--- src/rtl/fetch_pkg.sv ---
// Shared state encoding and default widths for the fetch stage.
// Imported by fetch_unit; no logic of its own.
package fetch_pkg;

  typedef enum logic [1:0] {
    IDLE   = 2'd0,
    IFETCH = 2'd1,
    DACC   = 2'd2
  } fetch_state_t;

  localparam int ADDR_WIDTH_DEF = 8;
  localparam int DATA_WIDTH_DEF = 16;

endpackage

--- src/rtl/vDFFR.sv ---
// Enabled register with asynchronous active-low reset to a parameter value.
// One-cycle latency from d to q; holds when en is low.
module vDFFR #(
  parameter int           W       = 8,
  parameter logic [W-1:0] RST_VAL = '0
) (
  input  logic         clk,
  input  logic         reset,
  input  logic         en,
  input  logic [W-1:0] d,
  output logic [W-1:0] q
);

  always_ff @(posedge clk or negedge reset) begin
    if (!reset)  q <= RST_VAL;
    else if (en) q <= d;
  end

endmodule

--- src/rtl/fetch_unit.sv ---
// Instruction fetch stage sharing one req/ack memory port with a prioritised data-access port.
// Fetch latency 2 cycles at zero-wait memory; IR is held until decode raises ir_ready or a branch squashes it.
module fetch_unit
  import fetch_pkg::*;
#(
  parameter int                    ADDR_WIDTH = ADDR_WIDTH_DEF,
  parameter int                    DATA_WIDTH = DATA_WIDTH_DEF,
  parameter logic [ADDR_WIDTH-1:0] RESET_PC   = '0
) (
  input  logic                  clk,
  input  logic                  reset,
  input  logic                  fetch_en,
  input  logic                  ir_ready,
  input  logic                  branch_valid,
  input  logic [ADDR_WIDTH-1:0] branch_target,
  input  logic                  dacc_req,
  input  logic                  dacc_we,
  input  logic [ADDR_WIDTH-1:0] dacc_addr,
  input  logic [DATA_WIDTH-1:0] dacc_wdata,
  output logic                  dacc_done,
  output logic [DATA_WIDTH-1:0] dacc_rdata,
  output logic                  mem_req,
  output logic                  mem_we,
  output logic [ADDR_WIDTH-1:0] mem_addr,
  output logic [DATA_WIDTH-1:0] mem_wdata,
  input  logic                  mem_ack,
  input  logic [DATA_WIDTH-1:0] mem_rdata,
  output logic [DATA_WIDTH-1:0] ir,
  output logic                  ir_valid,
  output logic [ADDR_WIDTH-1:0] ir_pc
);

  fetch_state_t state, state_nxt;
  logic squash;
  logic start_dacc, start_fetch, lat_en;
  logic fetch_done, fetch_keep, pc_en, rdata_en;
  logic lat_we;
  logic [ADDR_WIDTH-1:0] fetch_pc, fetch_pc_d, lat_addr, lat_addr_d;
  logic [DATA_WIDTH-1:0] lat_wdata;

  always_ff @(posedge clk or negedge reset) begin
    if (!reset) state <= IDLE;
    else        state <= state_nxt;
  end

  always_comb begin
    state_nxt   = state;
    start_dacc  = 1'b0;
    start_fetch = 1'b0;
    case (state)
      IDLE: begin
        if (dacc_req) begin
          state_nxt  = DACC;
          start_dacc = 1'b1;
        end else if (fetch_en && (!ir_valid || ir_ready)) begin
          state_nxt   = IFETCH;
          start_fetch = 1'b1;
        end
      end
      IFETCH, DACC: begin
        if (mem_ack) state_nxt = IDLE;
      end
      default: state_nxt = IDLE;
    endcase
  end

  assign fetch_done = (state == IFETCH) && mem_ack;
  assign fetch_keep = fetch_done && !squash && !branch_valid;
  assign dacc_done  = (state == DACC) && mem_ack;
  assign rdata_en   = dacc_done && !lat_we;

  assign pc_en      = branch_valid || fetch_keep;
  assign fetch_pc_d = branch_valid ? branch_target : fetch_pc + ADDR_WIDTH'(1);

  // Fetch address is latched too, so a branch mid-fetch cannot move mem_addr;
  // a branch at the launch edge fetches the target directly.
  assign lat_en     = start_dacc || start_fetch;
  assign lat_addr_d = start_dacc   ? dacc_addr :
                      branch_valid ? branch_target : fetch_pc;

  assign mem_req   = (state != IDLE);
  assign mem_addr  = lat_addr;
  assign mem_we    = lat_we;
  assign mem_wdata = lat_wdata;

  always_ff @(posedge clk or negedge reset) begin
    if (!reset) begin
      squash   <= 1'b0;
      ir_valid <= 1'b0;
    end else begin
      if (branch_valid && (state == IFETCH) && !mem_ack) squash <= 1'b1;
      else if (fetch_done)                                squash <= 1'b0;

      if (branch_valid)    ir_valid <= 1'b0;
      else if (fetch_keep) ir_valid <= 1'b1;
      else if (ir_ready)   ir_valid <= 1'b0;
    end
  end

  vDFFR #(.W(ADDR_WIDTH), .RST_VAL(RESET_PC)) u_fetch_pc (
    .clk(clk), .reset(reset), .en(pc_en), .d(fetch_pc_d), .q(fetch_pc)
  );

  vDFFR #(.W(DATA_WIDTH)) u_ir (
    .clk(clk), .reset(reset), .en(fetch_keep), .d(mem_rdata), .q(ir)
  );

  vDFFR #(.W(ADDR_WIDTH)) u_ir_pc (
    .clk(clk), .reset(reset), .en(fetch_keep), .d(fetch_pc), .q(ir_pc)
  );

  vDFFR #(.W(ADDR_WIDTH)) u_lat_addr (
    .clk(clk), .reset(reset), .en(lat_en), .d(lat_addr_d), .q(lat_addr)
  );

  vDFFR #(.W(1)) u_lat_we (
    .clk(clk), .reset(reset), .en(lat_en), .d(start_dacc && dacc_we), .q(lat_we)
  );

  vDFFR #(.W(DATA_WIDTH)) u_lat_wdata (
    .clk(clk), .reset(reset), .en(start_dacc), .d(dacc_wdata), .q(lat_wdata)
  );

  vDFFR #(.W(DATA_WIDTH)) u_dacc_rdata (
    .clk(clk), .reset(reset), .en(rdata_en), .d(mem_rdata), .q(dacc_rdata)
  );

endmodule

--- config.mk ---
export PLATFORM = sky130hd
export DESIGN_NAME = fetch_unit
export DESIGN_NICKNAME = d
export VERILOG_FILES = /design/src/rtl/fetch_pkg.sv /design/src/rtl/vDFFR.sv /design/src/rtl/fetch_unit.sv
export SDC_FILE = /design/constraint.sdc
export NUM_CORES = 1
export LEC_CHECK = 0
export ABC_AREA = 1
export CORE_ASPECT_RATIO = 1.2
export CORE_MARGIN = 5
export CORE_UTILIZATION = 48
export CTS_CLUSTER_SIZE = 24
export DETAILED_ROUTE_END_ITERATION = 6
export GPL_TIMING_DRIVEN = 0
export PLACE_DENSITY = 0.94
export SYNTH_ARGS = -nofsm -noshare
export SYNTH_HDL_FRONTEND = slang
export SYNTH_SLANG_ARGS = --single-unit
--- constraint.sdc ---
create_clock -name clk -period 2.4 [get_ports clk]
set_input_delay 0.36 -clock clk [delete_from_list [all_inputs] [get_ports clk]]
set_output_delay 0.36 -clock clk [all_outputs]
set_load 0.02 [all_outputs]
=== Word level (Yosys, flattened, before mapping) ===
Index checks and enable logic that the tools add are counted.

* Register bits after elaboration: 77
* Latch bits: 0
* Memory bits (writable): 0
* ROM bits: 0
* Bits of input ports: 56
* Output and inout bits: 68
* Word-level logic and storage cells: 55
* Memories: 0

* $add $sub $neg: 1
* Multiply operators: 0
* Div/mod/pow operators: 0
* Order comparisons: 0
* Eq/ne operators: 4
* Shift operators: 0
* Mux-type cells: 17
* Bitwise gates (word level): 0
* Reduce and logical (&&, ||, !) cells: 23

{| class="wikitable"
|+ Operators with widths
! cell !! count
|-
| 8-bit two-way mux || 3
|-
| 1-bit two-way mux || 10
|-
| 1-bit logical AND || 9
|-
| 8-bit by 1-bit adder with 8-bit output (second input constant) || 1
|-
| 2-bit two-way mux || 3
|-
| 1-bit logical NOT || 5
|-
| 2-bit case mux with 2 select lines || 1
|-
| 2-bit nonzero test || 2
|-
| 1-bit logical OR || 3
|-
| 3-bit inequality test (second input constant) || 1
|-
| 3-bit nonzero test || 1
|-
| 2-bit by 1-bit equality test with 1-bit output (second input constant) || 1
|-
| 2-bit equality test (second input constant) || 1
|-
| 2-bit logical NOT || 1
|-
| 2-bit inequality test (second input constant) || 1
|-
| 2-bit AND reduction || 1
|-
| 2-bit OR reduction || 1
|}

=== Depth between registers and ports, before layout ===
* Depth in word-level cells: 7
* Gate-level depth with buffers: 9
* Depth with buffers taken out: 8

=== By module ===
Synthesis repeated with hierarchy kept, for this count alone.

* Cells, all modules: 427
* Area total of the unflattened synthesis: 3524.6 µm²

{| class="wikitable"
|+ Modules (own cells, without submodules)
! module !! times used !! cells an instance !! area each (µm²) !! seq. area each (µm²)
|-
| vDFFR at u_dacc_rdata ... || 3 || 68 || 644.4 || 400.4
|-
| vDFFR at u_fetch_pc ... || 3 || 34 || 305.3 || 200.2
|-
| fetch_unit || 1 || 116 || 635.6 || 100.1
|-
| vDFFR at u_lat_we || 1 || 5 || 40.0 || 25.0
|}

=== Least setup slack after synthesis ===
Ideal clock, no wire load.

* Kind: register to register
* Start: register state[1]
* End: register u_ir.q[11]
* Setup time: 0.121 ns
* Data arrival time: 1.252 ns
* Required time: 2.279 ns
* Setup slack: 1.027 ns
* Stages on the path, launching flop included: 10
* Path buffers: 2
* Period minus slack after synthesis: 1.373 ns
* Cell sequence: dfrtp_1 inv_1 ha_1 nand3b_4 clkinv_2 nand2_2 buf_6 buf_6 nand2_1 o21ai_1

* Word-level cells in the longest chain between the ends: 4

{| class="wikitable"
|+ Ends and longest elaborated chain
! element !! RTL line !! text
|-
| start: declaration || fetch_unit.sv:33 || <nowiki>fetch_state_t state, state_nxt;</nowiki>
|-
| start signal: assignment || fetch_unit.sv:43 || <nowiki>else state <= state_nxt;</nowiki>
|-
| 2-bit by 1-bit equality test with 1-bit output || fetch_unit.sv:67 || <nowiki>assign fetch_done = (state == IFETCH) && mem_ack;</nowiki>
|-
| 1-bit logical AND || fetch_unit.sv:67 ||
|-
| 1-bit logical AND (2 in a row) || fetch_unit.sv:68 || <nowiki>assign fetch_keep = fetch_done && !squash && !branch_valid;</nowiki>
|-
| end signal: assignment || vDFFR.sv:15 || <nowiki>if (!reset) q <= RST_VAL;</nowiki>
|-
| end signal: assignment || vDFFR.sv:16 || <nowiki>else if (en) q <= d;</nowiki>
|-
| end: declaration || vDFFR.sv:11 || <nowiki>output logic [W-1:0] q</nowiki>
|}

Every way passes these cells.
A chain may end at the register's enable or synchronous reset.

=== Worst setup path after layout ===
* Start: input port mem_ack
* End: output port dacc_done

* Word-level cells in the longest chain between the ends: 1

{| class="wikitable"
|+ Ends and longest elaborated chain
! element !! RTL line !! text
|-
| start: declaration || fetch_unit.sv:26 || <nowiki>input logic mem_ack,</nowiki>
|-
| 1-bit logical AND || fetch_unit.sv:69 || <nowiki>assign dacc_done = (state == DACC) && mem_ack;</nowiki>
|-
| end: declaration || fetch_unit.sv:20 || <nowiki>output logic dacc_done,</nowiki>
|}

Every way passes these cells.

==> impl_results.rst <==
.. list-table::
   :header-rows: 1

   * - Metric
     - Value
   * - Run status
     - complete, no violations
   * - Area of the mapped netlist
     - 3360 um2
   * - RSZ-0062 raised after global routing
     - false
   * - Power after layout
     - 6280 uW
   * - Worst clock skew
     - 5.49 ps
   * - Worst Setup End Kind
     - primary output
   * - Gate count after technology mapping
     - 400
   * - Hold Buf Count CTS
     - 1
   * - Starting utilization of the core area
     - 49.3%
   * - Most Crowded Layer GR
     - met2
   * - Core Rows
     - 33
   * - Crit-path slowest cell
     - sky130_fd_sc_hd__clkdlybuf4s50_1
   * - Layout overhead on the synthesized area
     - 47.1%
   * - Final GP Congestion
     - 0.836
   * - Number of H-tree levels
     - 3
   * - Number of buffer cells added on primary ports
     - 122
   * - Setup Buffers After CTS
     - 0
   * - Clock transition at the registers of the reported paths
     - 80 ps
   * - Post-DR wirelength/cell
     - 15.1 um
   * - Fraction of synthesized cell area in xor and xnor cells
     - 0.261%
   * - Insertion delay of the later-clocked pin in the worst-skew pair
     - 340 ps
   * - Total CTS buffers
     - 9
   * - Hpwl dp
     - 7.20 mm
   * - Total power per unit cell area
     - 1270 nW/um2
   * - Number of nets still failing antenna checks after routing
     - 0
   * - Worst relative slew slack
     - 59.3%
   * - Crit path time final
     - 2120 ps
   * - Core footprint
     - 6810 um2
   * - CTS root buffer
     - sky130_fd_sc_hd__clkbuf_8
   * - Max IR drop VDD
     - 0.000625 V
   * - Startpoint Class
     - input port
   * - Area occupied by registers
     - 1930 um2
   * - Area fraction in compound gates after synthesis
     - 8.95%
   * - Highest achievable clock rate
     - 472 MHz
   * - Met2 GRT Util
     - 38.3%
   * - Kind of critical path
     - input port to primary output
   * - Global-route met3 utilization
     - 7.32%
   * - Vias after detailed routing
     - 3121
   * - CTS tree
     - yes
   * - Max-Cap Viols
     - 0
   * - Initial DRT Pass Iterations
     - 4
   * - GR Util All Layers
     - 22.1%
   * - Setup total negative slack
     - 0 ps
   * - Met1 Resource Use GR
     - 26.2%
   * - Hold/Removal Path Class
     - input port to flop
   * - Vias per cell
     - 4.98
   * - Final hold viol count
     - 0
   * - Simple-gate portion of the synthesized area
     - 24.6%
   * - Total nets after synthesis
     - 460
   * - Final layout net count
     - 595
   * - Top-Level Pins
     - 124
   * - Post-cts resize count
     - 0
   * - Total wire length after detailed routing
     - 9.46 mm
   * - Final slew viol count
     - 0
   * - Leakage power
     - 0.00246 uW
   * - Ant. Diodes
     - 0
   * - 1st-iter DRT viols
     - 128
   * - Vertical die dimension
     - 102 um
   * - Worst path cell trace
     - clkdlybuf4s50_1, nand2_1, inv_1, clkdlybuf4s50_1
   * - Share of final-layout standard cells stronger than drive strength 1
     - 7.78%
   * - FILL cells
     - 532
   * - Post-synthesis adder-cell area fraction
     - 1.49%
   * - Main combinational cell family by area after synthesis
     - simple AND/OR/NAND/NOR gates
   * - Pin count of the biggest net entering global routing
     - 45
   * - Final Setup Violations
     - 0
   * - Slew at the pin with the worst max-slew slack
     - 606 ps
   * - Final clock period utilization by the worst path
     - 88.2%
   * - Flip-flop and latch count after synthesis
     - 77
   * - Max Fanout on Critical Path
     - 4
   * - Wire length of the first global-routing pass
     - 15.2 mm
   * - Synth cell types
     - 24
   * - Longest Clk Path Bufs
     - 2
   * - Area of the multi-input gates
     - 1190 um2
   * - CP max stage delay
     - 620 ps
   * - Remaining DRCs
     - 0
   * - Width of the die
     - 86.3 um
   * - Antenna violations before repair
     - 0
   * - Yosys warns
     - 0
   * - CP Data Required Time
     - 2040 ps
   * - Most Frequent Cell on Critical Path
     - sky130_fd_sc_hd__clkdlybuf4s50_1
   * - Syn Area/Cell
     - 8.39 um2
   * - Worst EP arrival
     - 1760 ps
   * - Residual overflow from global routing
     - 0
   * - Die area
     - 8770 um2
   * - Seq/Total Area, Yosys
     - 57.4%
   * - Clock net sink count
     - 77
   * - Mux share of post-synthesis cell area
     - 0%
   * - Number of global-route vias before repair
     - 3235
[metal layers]
metal / part of all wire, % / vias up
li1: - / 1504
met1: 39 / 1462
met2: 50 / 143
met3: 10 / 12
met4: 1.1 / 0
met5: 0 / -
[state kept, by name, summed over array words and instances, names as in the netlist]
register,cells
ir_valid,1
state,2
u_lat_we.q,1
u_lat_wdata.q,16
u_lat_addr.q,8
u_ir_pc.q,8
u_dacc_rdata.q,16
u_ir.q,16
squash,1
u_fetch_pc.q,8
[metrics by stage]
stage | setup WS [ps] | hold slack [ps] | util, % | cells | cell area (um2)
2_1_floorplan | 1030 | 64.4 | - | 400 | 3360
3_3_place_gp | -1620 | 453 | 68.8 | 609 | 4690
3_5_place_dp | 294 | 341 | 69.1 | 610 | 4700
4_1_cts | 271 | 384 | 72.5 | 627 | 4940
5_1_grt | 172 | 406 | 72.5 | 627 | 4940
6_report | 282 | 397 | 72.5 | 627 | 4940
[critical path, delay by kind of cell]
kind,cells,cell delay [ps]
buffers and inverters,3,1320
and+or+nand+nor,1,80
[cells by family (layout without fill, tap and decap cells)]
logic type,count (synthesis),count (layout)
AO/OA/AOI/OAI,56,56
XOR/XNOR,1,1
adder cells (fa/ha/maj),4,4
buffers and inverters,55,195
flip-flops,77,77
AND/OR/NAND/NOR,207,207
[worst paths after layout]
kind,to,start,cells after the start,slack [ps]
worst max-delay path,dacc_done,mem_ack,4,280
worst min-delay path,u_fetch_pc.q[6],branch_valid,4,400
worst max register to register,u_ir.q[0],state[1],7,740
worst min register to register,u_lat_addr.q[0],u_lat_addr.q[0],2,470
max in group asynchronous,u_lat_addr.q[6],reset,3,1300
min in group asynchronous,u_ir.q[13],reset,2,520
[cells in the final DEF (no fill, tap or decap)]
master,synthesis,layout
sky130_fd_sc_hd__bufinv_16,0,2
sky130_fd_sc_hd__o21ai_1,9,9
sky130_fd_sc_hd__buf_1,1,1
sky130_fd_sc_hd__clkbuf_8,0,10
sky130_fd_sc_hd__dlygate4sd3_1,0,1
sky130_fd_sc_hd__ha_1,4,4
sky130_fd_sc_hd__buf_2,8,8
sky130_fd_sc_hd__a31oi_1,1,1
sky130_fd_sc_hd__inv_1,36,36
sky130_fd_sc_hd__o21ai_2,5,5
sky130_fd_sc_hd__nand2_1,174,174
sky130_fd_sc_hd__clkdlybuf4s50_1,0,121
sky130_fd_sc_hd__buf_12,0,1
sky130_fd_sc_hd__inv_2,1,1
sky130_fd_sc_hd__xor2_1,1,1
sky130_fd_sc_hd__nand2_2,2,2
sky130_fd_sc_hd__buf_4,1,2
sky130_fd_sc_hd__a21oi_1,3,3
sky130_fd_sc_hd__clkinv_4,0,1
sky130_fd_sc_hd__dfrtp_1,77,77
sky130_fd_sc_hd__clkinvlp_4,0,1
sky130_fd_sc_hd__nor3_1,1,1
sky130_fd_sc_hd__nand4_1,1,1
sky130_fd_sc_hd__nand3b_4,1,1
sky130_fd_sc_hd__or2_2,2,2
sky130_fd_sc_hd__clkbuf_1,4,4
sky130_fd_sc_hd__o21ai_0,38,38
sky130_fd_sc_hd__buf_6,3,3
sky130_fd_sc_hd__nor2_1,10,10
sky130_fd_sc_hd__nand3_1,16,16
sky130_fd_sc_hd__clkinv_2,1,3
[where the power goes]
group / internal (uW) / switching, uW / total, uW
combinational: 1340 / 1650 / 2990
sequential: 1870 / 339 / 2210
clock: 612 / 473 / 1080
[cell usage after synthesis]
cell type                  instances  share of area (%)
sky130_fd_sc_hd__nand4_1           1               0.19
sky130_fd_sc_hd__o21ai_2           5                1.3
sky130_fd_sc_hd__clkbuf_1          4               0.45
sky130_fd_sc_hd__buf_4             1               0.22
sky130_fd_sc_hd__buf_1             1               0.11
sky130_fd_sc_hd__o21ai_0          38                5.7
sky130_fd_sc_hd__clkinv_2          1               0.15
sky130_fd_sc_hd__buf_2             8                1.2
sky130_fd_sc_hd__ha_1              4                1.5
sky130_fd_sc_hd__nor3_1            1               0.15
sky130_fd_sc_hd__nand3b_4          1               0.60
sky130_fd_sc_hd__nor2_1           10                1.1
sky130_fd_sc_hd__inv_2             1               0.11
sky130_fd_sc_hd__a21oi_1           3               0.45
sky130_fd_sc_hd__nand2_2           2               0.37
sky130_fd_sc_hd__nand3_1          16                2.4
sky130_fd_sc_hd__buf_6             3                1.0
sky130_fd_sc_hd__a31oi_1           1               0.19
sky130_fd_sc_hd__nand2_1         174                 19
sky130_fd_sc_hd__dfrtp_1          77                 57
sky130_fd_sc_hd__xor2_1            1               0.26
sky130_fd_sc_hd__or2_2             2               0.37
sky130_fd_sc_hd__inv_1            36                4.0
sky130_fd_sc_hd__o21ai_1           9                1.3
[layout make-up]
type / count / area share (%)
sequential: 77 / 39.0
timing repair buffer: 124 / 25.3
multi-input combinational: 268 / 24.0
inverter: 38 / 2.91
clock buffer: 10 / 2.79
tap: 87 / 2.20
buffer: 17 / 2.03
clock inverter: 6 / 1.75
Note: power is estimated with default switching activity, not from simulation.
